## src/rtl/seq_detect_param.sv

```systemverilog
// seq_detect_param: Mealy detector for a loadable SEQ_LEN-symbol pattern with a saturating match counter.
// Defining SEQDET_TIMEOUT_EN adds an idle timeout that drops partial progress and pulses abort.
module seq_detect_param #(
  parameter int DATA_W = 3,
  parameter int SEQ_LEN = 4,
  parameter int IDX_W = $clog2(SEQ_LEN),
  parameter int CNT_W = 8,
  parameter logic [SEQ_LEN*DATA_W-1:0] PATTERN_INIT = 12'h530,
  parameter int TIMEOUT = 8
) (
  input  logic                      clk,
  input  logic                      rst,
  input  logic [DATA_W-1:0]         inp,
  input  logic                      in_valid,
  input  logic                      overlap,
  input  logic                      load,
  input  logic [SEQ_LEN*DATA_W-1:0] pattern,
  input  logic                      clr_cnt,
  output logic [IDX_W-1:0]          detect,
  output logic [DATA_W-1:0]         outp,
  output logic                      done,
  output logic [CNT_W-1:0]          match_cnt,
  output logic                      abort
);
  localparam logic [IDX_W-1:0] LAST = IDX_W'(SEQ_LEN - 1);
  logic [SEQ_LEN*DATA_W-1:0] pat_q;
  logic [IDX_W-1:0] s_d;
  logic hit, first, at_last, tmo;
  assign hit = inp == pat_q[detect*DATA_W +: DATA_W];
  assign first = inp == pat_q[DATA_W-1:0];
  assign at_last = detect == LAST;
`ifdef SEQDET_TIMEOUT_EN
  localparam int TW = $clog2(TIMEOUT + 1);
  logic [TW-1:0] idle_q;
  assign tmo = !load && !in_valid && detect != '0 && idle_q == TW'(TIMEOUT - 1);
  always_ff @(posedge clk or negedge rst)
    if (!rst) begin
      idle_q <= '0;
      abort <= 1'b0;
    end else begin
      idle_q <= (in_valid || load || tmo || detect == '0) ? '0 : idle_q + 1'b1;
      abort <= tmo;
    end
`else
  assign tmo = 1'b0;
  assign abort = 1'b0;
`endif
  always_ff @(posedge clk or negedge rst)
    if (!rst) detect <= '0;
    else detect <= s_d;
  // A mismatch or a completed match may itself restart the pattern at symbol 0.
  always_comb
    s_d = (load || tmo) ? '0 :
          !in_valid ? detect :
          (hit && !at_last) ? detect + 1'b1 :
          (hit && !overlap) ? '0 :
          first ? IDX_W'(1) : '0;
  always_comb done = in_valid && !load && at_last && hit;
  always_ff @(posedge clk or negedge rst)
    if (!rst) begin
      pat_q <= PATTERN_INIT;
      outp <= '0;
      match_cnt <= '0;
    end else begin
      if (load) pat_q <= pattern;
      if (in_valid) outp <= inp;
      match_cnt <= clr_cnt ? CNT_W'(done) :
                   (done && match_cnt != '1) ? match_cnt + 1'b1 : match_cnt;
    end
endmodule

```

## config.mk

```make
export PLATFORM = sky130hd
export DESIGN_NAME = seq_detect_param
export DESIGN_NICKNAME = d
export VERILOG_FILES = /design/src/rtl/seq_detect_param.sv
export SDC_FILE = /design/constraint.sdc
export NUM_CORES = 1
export LEC_CHECK = 0
export CAP_MARGIN = 0
export CELL_PAD_IN_SITES_DETAIL_PLACEMENT = 0
export CELL_PAD_IN_SITES_GLOBAL_PLACEMENT = 1
export CORE_MARGIN = 10
export CORE_UTILIZATION = 38
export CTS_BUF_LIST = sky130_fd_sc_hd__clkbuf_8
export DETAILED_ROUTE_END_ITERATION = 10
export PLACE_DENSITY_LB_ADDON = 0.1
export SLEW_MARGIN = 20
export SYNTH_ARGS = -nofsm -noshare
export SYNTH_HDL_FRONTEND = slang
export SYNTH_SLANG_ARGS = --single-unit
```

## constraint.sdc

```tcl
create_clock -name clk -period 3 [get_ports clk]
set_clock_uncertainty 0.05 [all_clocks]
set_input_delay 0.6 -clock clk [delete_from_list [all_inputs] [get_ports clk]]
set_output_delay 0.6 -clock clk [all_outputs]
set_load 0.01 [all_outputs]
```

Yosys cells after proc, flatten, opt, wreduce, memory -nomap -nowiden
Cells that the tools add are included.

Register bits after elaboration: 25. Output and inout bits: 15.

$add $sub $neg: 2. Equality and inequality tests: 4. Reductions and logical operators: 11. Shift-type cells: 1. Multiplexer cells: 7. Multiply operators: 1.

Operators by type and width (number): 2-to-1 mux 8 bit (2); indexed part select 12 x 5 -> 3 bit (1); adder 8 x 1 -> 8 bit, second input constant (1); inequality test 8 bit, second input constant (1); equality test 3 bit (2); logical AND 1 bit (6); 2-to-1 mux 2 bit (3); multiplier 2 x 2 -> 4 bit, second input constant (1); nonzero test 2 bit (2); zero test 1 bit (3); adder 2 x 1 -> 2 bit, second input constant (1); equality test 2 bit, second input constant (1); 2-to-1 mux 1 bit (2).

Logic depth before layout (Yosys ltp)
Gate-level depths: netlist of the first run.

Depth after elaboration: 8. Depth in mapped cells: 8. Depth with buffers taken out: 6.

Least setup slack after synthesis of the first run
Ideal clock, no wire load.

Path kind: register -> output. Start: register detect[0]. End: output port done. Data arrival time: 1687 ps. Path buffers: 0. Path slack: 663 ps. Stages on the path, launching flop included: 5. Cell sequence: dfrtp_1 mux4_1 xor2_1 a21oi_1 and3_1.

Longest elaborated chain between the ends: 4. Elaborated cells on any way between the ends: 6.

Ends and longest elaborated chain: start: declaration (RTL line 19) `output logic [IDX_W-1:0] detect,`; start signal: assignment (RTL line 49) `if (!rst) detect <= '0;`; start signal: assignment (RTL line 50) `else detect <= s_d;`; multiplier 2 x 2 -> 4 bit (RTL line 29) `assign hit = inp == pat_q[detect*DATA_W +: DATA_W];`; indexed part select 12 x 5 -> 3 bit (RTL line 29); equality test 3 bit (RTL line 29); logical AND 1 bit * (RTL line 58) `always_comb done = in_valid && !load && at_last && hit;`; end: declaration (RTL line 21) `output logic done,`.

Mark *: on every way between the ends. The rest lies on a longest branch, timed or not.

Worst setup path after layout of the first run
Start: input port inp[0]. End: output port done.

Longest elaborated chain between the ends: 2.

Ends and longest elaborated chain: start: declaration (RTL line 13) `input logic [DATA_W-1:0] inp,`; equality test 3 bit (RTL line 29); logical AND 1 bit (RTL line 58).

No other way between the ends.

==> summary.txt, run 1 <==
LEAKAGE - 0.730 nW
Final Hold Viols - 0
Initial Utilization - 0.390
Slew margin rel. - 0.674
Syn avg cell area - 11.7 um2
Area grow syn2layout - 39.2%
Largest net degree at the start of global routing - 26
CP peak stage delay - 0.43 ns
Main flop type after synthesis - dfrtp_1
Commonest cells post-synth - dfrtp_1, mux2_2, nand2_1
Overall power - 0.707 mW
WS Path Type - in2out
Ranking of synthesized cells by area - dfrtp_1, mux2_2, dfstp_2, mux2i_1, xnor2_1
Asr flop ratio synth - 1.00
Status - finished, final reports clean
Worst Path Required - 2.35 ns
Routed len/inst - 14.8 um
Final setup viols - 0
Reg clk slew, reported paths - 0.09 ns
DRT antenna net count - 0
Die W - 78.3 um
N_diodes - 0
Num CTS Buffers - 3
Final period utilization - 0.931
CP Capture Type - output port
Peak VDD IR - 292 uV
Worst-path maximum fanout - 2
Setup TNS - 0 ns
Most common cell in the netlist - dfrtp_1
Fmax - 358 MHz
First-pass GRT wire length - 5.19 mm
Layout cells sized above 1 - 0.250
Post-synth EDFFs - 0
Hold_buf cts - 0
Via count - 1020
Post-synthesis sequential area ratio - 0.488
Area fraction of the dominant cell type after synthesis - 0.407
Post-DR vias/cell - 5.05
CTS Sinks - 25
Port Buffers - 34
Max Cap Viol - 0
Initial DRT Pass Iterations - 4
Slowest-stage cell, CP - clkdlybuf4s50_1
Hold Crit Class - reg2reg
H-tree depth - 1
Yosys cell types - 33
# rows - 21
Core footprint - 0.00331 mm2
Cell count after synthesis - 110
Worst-margin pin slew - 0.483 ns
Syn_nets - 133
Number of synthesis warnings - 0
Starting DRT DRC Count - 55
Power per cell area - 393 mW/mm2
Unrepaired setup endpoints after global routing - false
Worst path arrival time - 2.14 ns
Vias in the first global route - 1142
Routability cong. - 0.813
Buffer levels on the longest clock path - 2
Post-Route WL - 3.00 mm
Initial antenna violation count - 0
DIE AREA - 0.00613 mm2
DP HPWL - 2.43 mm
Worst setup margin - 0.207 ns
Final min period - 2.79 ns
GRT Total Usage - 0.102
Clk root buf - clkbuf_8
Crit path launch type - input pin
GRT overflow - 0
Num ports - 36
Fin nets - 180
Largest area contributor in the netlist - dfrtp_1
Max Slew Vio Count - 0
Drc violations - 0
Vert. Die Dim - 78.3 um
Synth Register Bits - 25
Synthesized area - 0.00129 mm2
Hold WS - 0.464 ns
Worst slack, placed - -0.101 ns
CTS tree - done
Critical path cell sequence - clkdlybuf4s50_1 -> xnor2_1 -> or3_1 -> a21oi_2 -> and3_1 -> dlygate4sd2_1
Post-CTS sizing - 3
Clk_lat worst skew - 0.27 ns
Post-CTS Setup Bufs - 0
[layout make-up]
type / instances / area [um2]
Multi-Input combinational cell: 78 / 621
Sequential cell: 25 / 632
Clock buffer: 3 / 41.3
Inverter: 2 / 7.51
Tap cell: 46 / 57.6
Fill cell: 314 / 1510
Timing Repair Buffer: 47 / 437
Clock inverter: 1 / 3.75
[per-stage QoR]
stage               instances  cell area [um2]   util
detailed placement        198             1750  0.529
floorplan                 110             1290      -
finish                    202             1800  0.543
CTS                       202             1800  0.543
global placement          198             1750  0.529
global route              202             1800  0.543
[logic make-up after synthesis]
logic type / after synthesis / synth area share
AOI/OAI and AO/OA: 17 / 0.0871
other: 1 / 0.00290
xor gates and xnor gates: 8 / 0.0542
and+or+nand+nor: 28 / 0.115
DFF: 25 / 0.488
adders and majority gates: 2 / 0.0194
muxes: 22 / 0.198
buffers and inverters: 7 / 0.0349
[placed cells by master (no fill, tap or decap), types with 4 or more instances in the layout]
cell and n:
clkdlybuf4s50_1 33, buf_4 13, a21oi_1 5, nand3_1 5, nand2_1 7, mux2i_1 5
o21ai_0 4, or3_1 4, mux2_2 16, dfrtp_1 20, xnor2_1 5, dfstp_2 4
[flip-flops by register name, summed over array words and instances (netlist names)]
name       flops
pat_q         12
match_cnt      8
outp           3
detect         2
[where the power goes]
| part | leakage, nW | total (mW) | switching (mW) | internal, mW |
|---|---|---|---|---|
| Sequential | 0.308 | 0.376 | 0.0130 | 0.363 |
| Combinational | 0.395 | 0.134 | 0.0514 | 0.0825 |
| Clock | 0.0269 | 0.198 | 0.106 | 0.0916 |
[path summary, 6_finish.rpt]
path | from | to | slack [ns] | cells after the start
max | inp[0] | done | 0.21 | 6
min | pat_q[6] | pat_q[6] | 0.46 | 1
max reg2reg | detect[1] | match_cnt[7] | 0.48 | 7
min reg2reg | pat_q[6] | pat_q[6] | 0.46 | 1
max in group asynchronous | rst | pat_q[4] | 1.96 | 2
min in group asynchronous | rst | match_cnt[7] | 0.64 | 2
[critical path, delay by kind of cell]
family | cells | cell delay (ns)
simple gates | 2 | 0.54
xor+xnor | 1 | 0.13
compound gates | 1 | 0.18
buf+inv | 2 | 0.69
[per-layer routing]
| metal | wire length (um) | vias to the layer above | global-route usage |
|---|---|---|---|
| met4 | 51 | 0 | 0.0323 |
| met5 | 0 | - | 0 |
| met1 | 1220 | 491 | 0.109 |
| li1 | - | 495 | - |
| met2 | 1530 | 28 | 0.183 |
| met3 | 188 | 6 | 0.0342 |
No activity file was read; power rests on OpenSTA's default activity.
==> run 2, diff against run 1 <==
ABC_CLOCK_PERIOD_IN_PS = 3000   (was default)
==> results of run 2 <==
The final DEF is identical to that of run 1; final timing and power are the same.
==> run 3, diff against run 2 <==
CAP_MARGIN = default   (was 0)
SETUP_SLACK_MARGIN = 0.15   (was default)
==> run 3 against run 2 <==
Against the previous run:
- clock power is essentially flat
- final area decreased by 0.21%
- global-route usage stayed put
- maximum frequency up 5.7%
- hold slack hardly changed
- critical path type unchanged
- critical endpoint unchanged
- largest cell class unchanged
==> summary.txt, run 3 (synthesized netlist as in run 1, its figures left out) <==
Post-DR vias/cell - 5.03 (-0.39%)
Commonest non-fill, non-tap cell in the layout - clkdlybuf4s50_1
Fmax - 379 MHz (+5.7%)
Reg2Reg Launch Point - detect[1]
Switching Share - 0.241 (+0.000243)
Worst setup margin - 0.358 ns (+0.151 ns)
Port Buffers - 34 (unchanged)
Power per cell area - 394 mW/mm2 (+0.23%)
Buffer levels on the longest clock path - 2 (unchanged)
DRT antenna net count - 0 (unchanged)
Placed cell areas - 0.00175 mm2 (unchanged)
Status - finished, final reports clean
Post-CTS Setup Bufs - 0 (unchanged)
Core footprint - 0.00331 mm2 (unchanged)
Final core utilization - 0.542 (-0.00113)
Reg clk slew, reported paths - 0.09 ns (about the same)
Initial Utilization - 0.390 (unchanged)
Routability cong. - 0.813 (unchanged)
H-tree depth - 1 (unchanged)
Worst-margin pin slew - 0.481 ns (-0.00183 ns)
Final setup viols - 0 (unchanged)
Layout cells sized above 1 - 0.256 (+0.00641)
Slew margin rel. - 0.675 (+0.00124)
Internal power - 0.537 mW (about the same)
Crit path from - inp[0]
Max Slew Vio Count - 0 (unchanged)
DIE AREA - 0.00613 mm2 (unchanged)
LEAKAGE - 0.727 nW (-0.49%)
Initial DRT Pass Iterations - 4 (unchanged)
Worst Path Required - 2.35 ns (about the same)
CTS Sinks - 25 (unchanged)
Via count - 1016 (-0.39%)
Crit path launch type - input pin
Area grow syn2layout - 38.9%
Max Cap Viol - 0 (unchanged)
Worst path arrival time - 1.99 ns (-0.15 ns)
CP Capture Type - output port
Worst-path maximum fanout - 2 (unchanged)
Vert. Die Dim - 78.3 um (unchanged)
Setup TNS - 0 ns (unchanged)
Unrepaired setup endpoints after global routing - false
GRT overflow - 0 (unchanged)
Clk_lat worst skew - 0.27 ns (about the same)
Vias in the first global route - 1142 (unchanged)
Num CTS Buffers - 3 (unchanged)
Hold wc startpoint - pat_q[6]
Clk root buf - clkbuf_8
Die W - 78.3 um (unchanged)
Hold Crit Class - reg2reg
Post-Route WL - 3.01 mm (+0.37%)
Final period utilization - 0.881 (-0.0504)
Peak VDD IR - 292 uV (+0.22%)
Most frequent cells in the layout - clkdlybuf4s50_1, dfrtp_1, mux2_2, buf_4, nand2_1
Routed len/inst - 14.9 um (+0.37%)
CTS tree - done
Design area - 0.00180 mm2 (-0.21%)
Largest net degree at the start of global routing - 26 (unchanged)
Hold WS - 0.464 ns (+0.000103 ns)
Fin nets - 180 (unchanged)
NetSw - 0.171 mW (+0.12%)
Num ports - 36 (unchanged)
N_diodes - 0 (unchanged)
Drc violations - 0 (unchanged)
Max reg flops - 12 (unchanged)
WS Path Type - in2out
Starting DRT DRC Count - 53 (-3.6%)
Clock network power share - 0.280 (about the same)
Seq pwr share - 0.531 (about the same)
# rows - 21 (unchanged)
First-pass GRT wire length - 5.19 mm (unchanged)
DP HPWL - 2.43 mm (unchanged)
Initial antenna violation count - 0 (unchanged)
Worst slack, placed - -0.101 ns (unchanged)
Final Hold Viols - 0 (unchanged)
Final min period - 2.64 ns (-0.151 ns)
Biggest register - pat_q
GRT Total Usage - 0.102 (unchanged)
Comb pwr share - 0.189 (about the same)
Largest registers - pat_q: 12 flops, match_cnt: 8 flops, outp: 3 flops
==> run 3: changes by cell type in the layout (fill, tap and decap cells not counted) <==
cell           delta
clkbuf_2          +1
dlygate4sd2_1     -1
==> run 3: path summary, 6_finish.rpt <==
kind | endpoint | slack, ns | cells after the start
max in group asynchronous | pat_q[4] | 1.96 | 2
worst max-delay path | done | 0.36 | 6
worst min register to register | pat_q[6] | 0.46 | 1
worst min-delay path | pat_q[6] | 0.46 | 1
min in group asynchronous | match_cnt[7] | 0.64 | 2
worst max register to register | match_cnt[7] | 0.48 | 7
==> run 3: per-stage QoR <==
step | power, mW | cells
2_1_floorplan | 0.440 | 110
5_1_grt | 0.747 | 202
6_report | 0.707 | 202
3_5_place_dp | 0.518 | 198
3_3_place_gp | 0.515 | 198
4_1_cts | 0.716 | 202
==> run 3: timing repair <==
item                       in CTS  in global routing
hold buffers                    0                  0
pin swaps                       0                  2
setup endpoints to repair       1                  1
gates resized for setup         3                  2
==> run 3: power groups by stage <==
stage	combinational [mW]	sequential [mW]	clock (mW)
4_1_cts	0.137	0.376	0.203
3_3_place_gp	0.133	0.382	0
2_1_floorplan	0.0575	0.383	0
6_report	0.134	0.376	0.198
5_1_grt	0.149	0.379	0.219
3_5_place_dp	0.135	0.383	0
==> run 3: worst max-delay path, stage by stage <==
cell,delay [ns]
clkdlybuf4s50_1,0.43
xnor2_1,0.13
or3_1,0.38
a21oi_2,0.16
and3_1,0.16
clkbuf_2,0.13
==> run 3: area by class of cell <==
class / count / area, um2
fill: 314 / 1520
sequential: 25 / 632
multi-input combinational: 78 / 621
timing repair buffer: 47 / 433
tap: 46 / 57.6
clock buffer: 3 / 41.3
inverter: 2 / 7.51
clock inverter: 1 / 3.75
==> run 3: per-layer routing <==
layer,vias to the layer above,wire length (um),track usage,share of wire
met5,-,0,0,0
met4,0,51,0.0323,0.017
met3,6,177,0.0342,0.059
met2,26,1530,0.183,0.51
met1,490,1240,0.109,0.41
li1,494,-,-,-
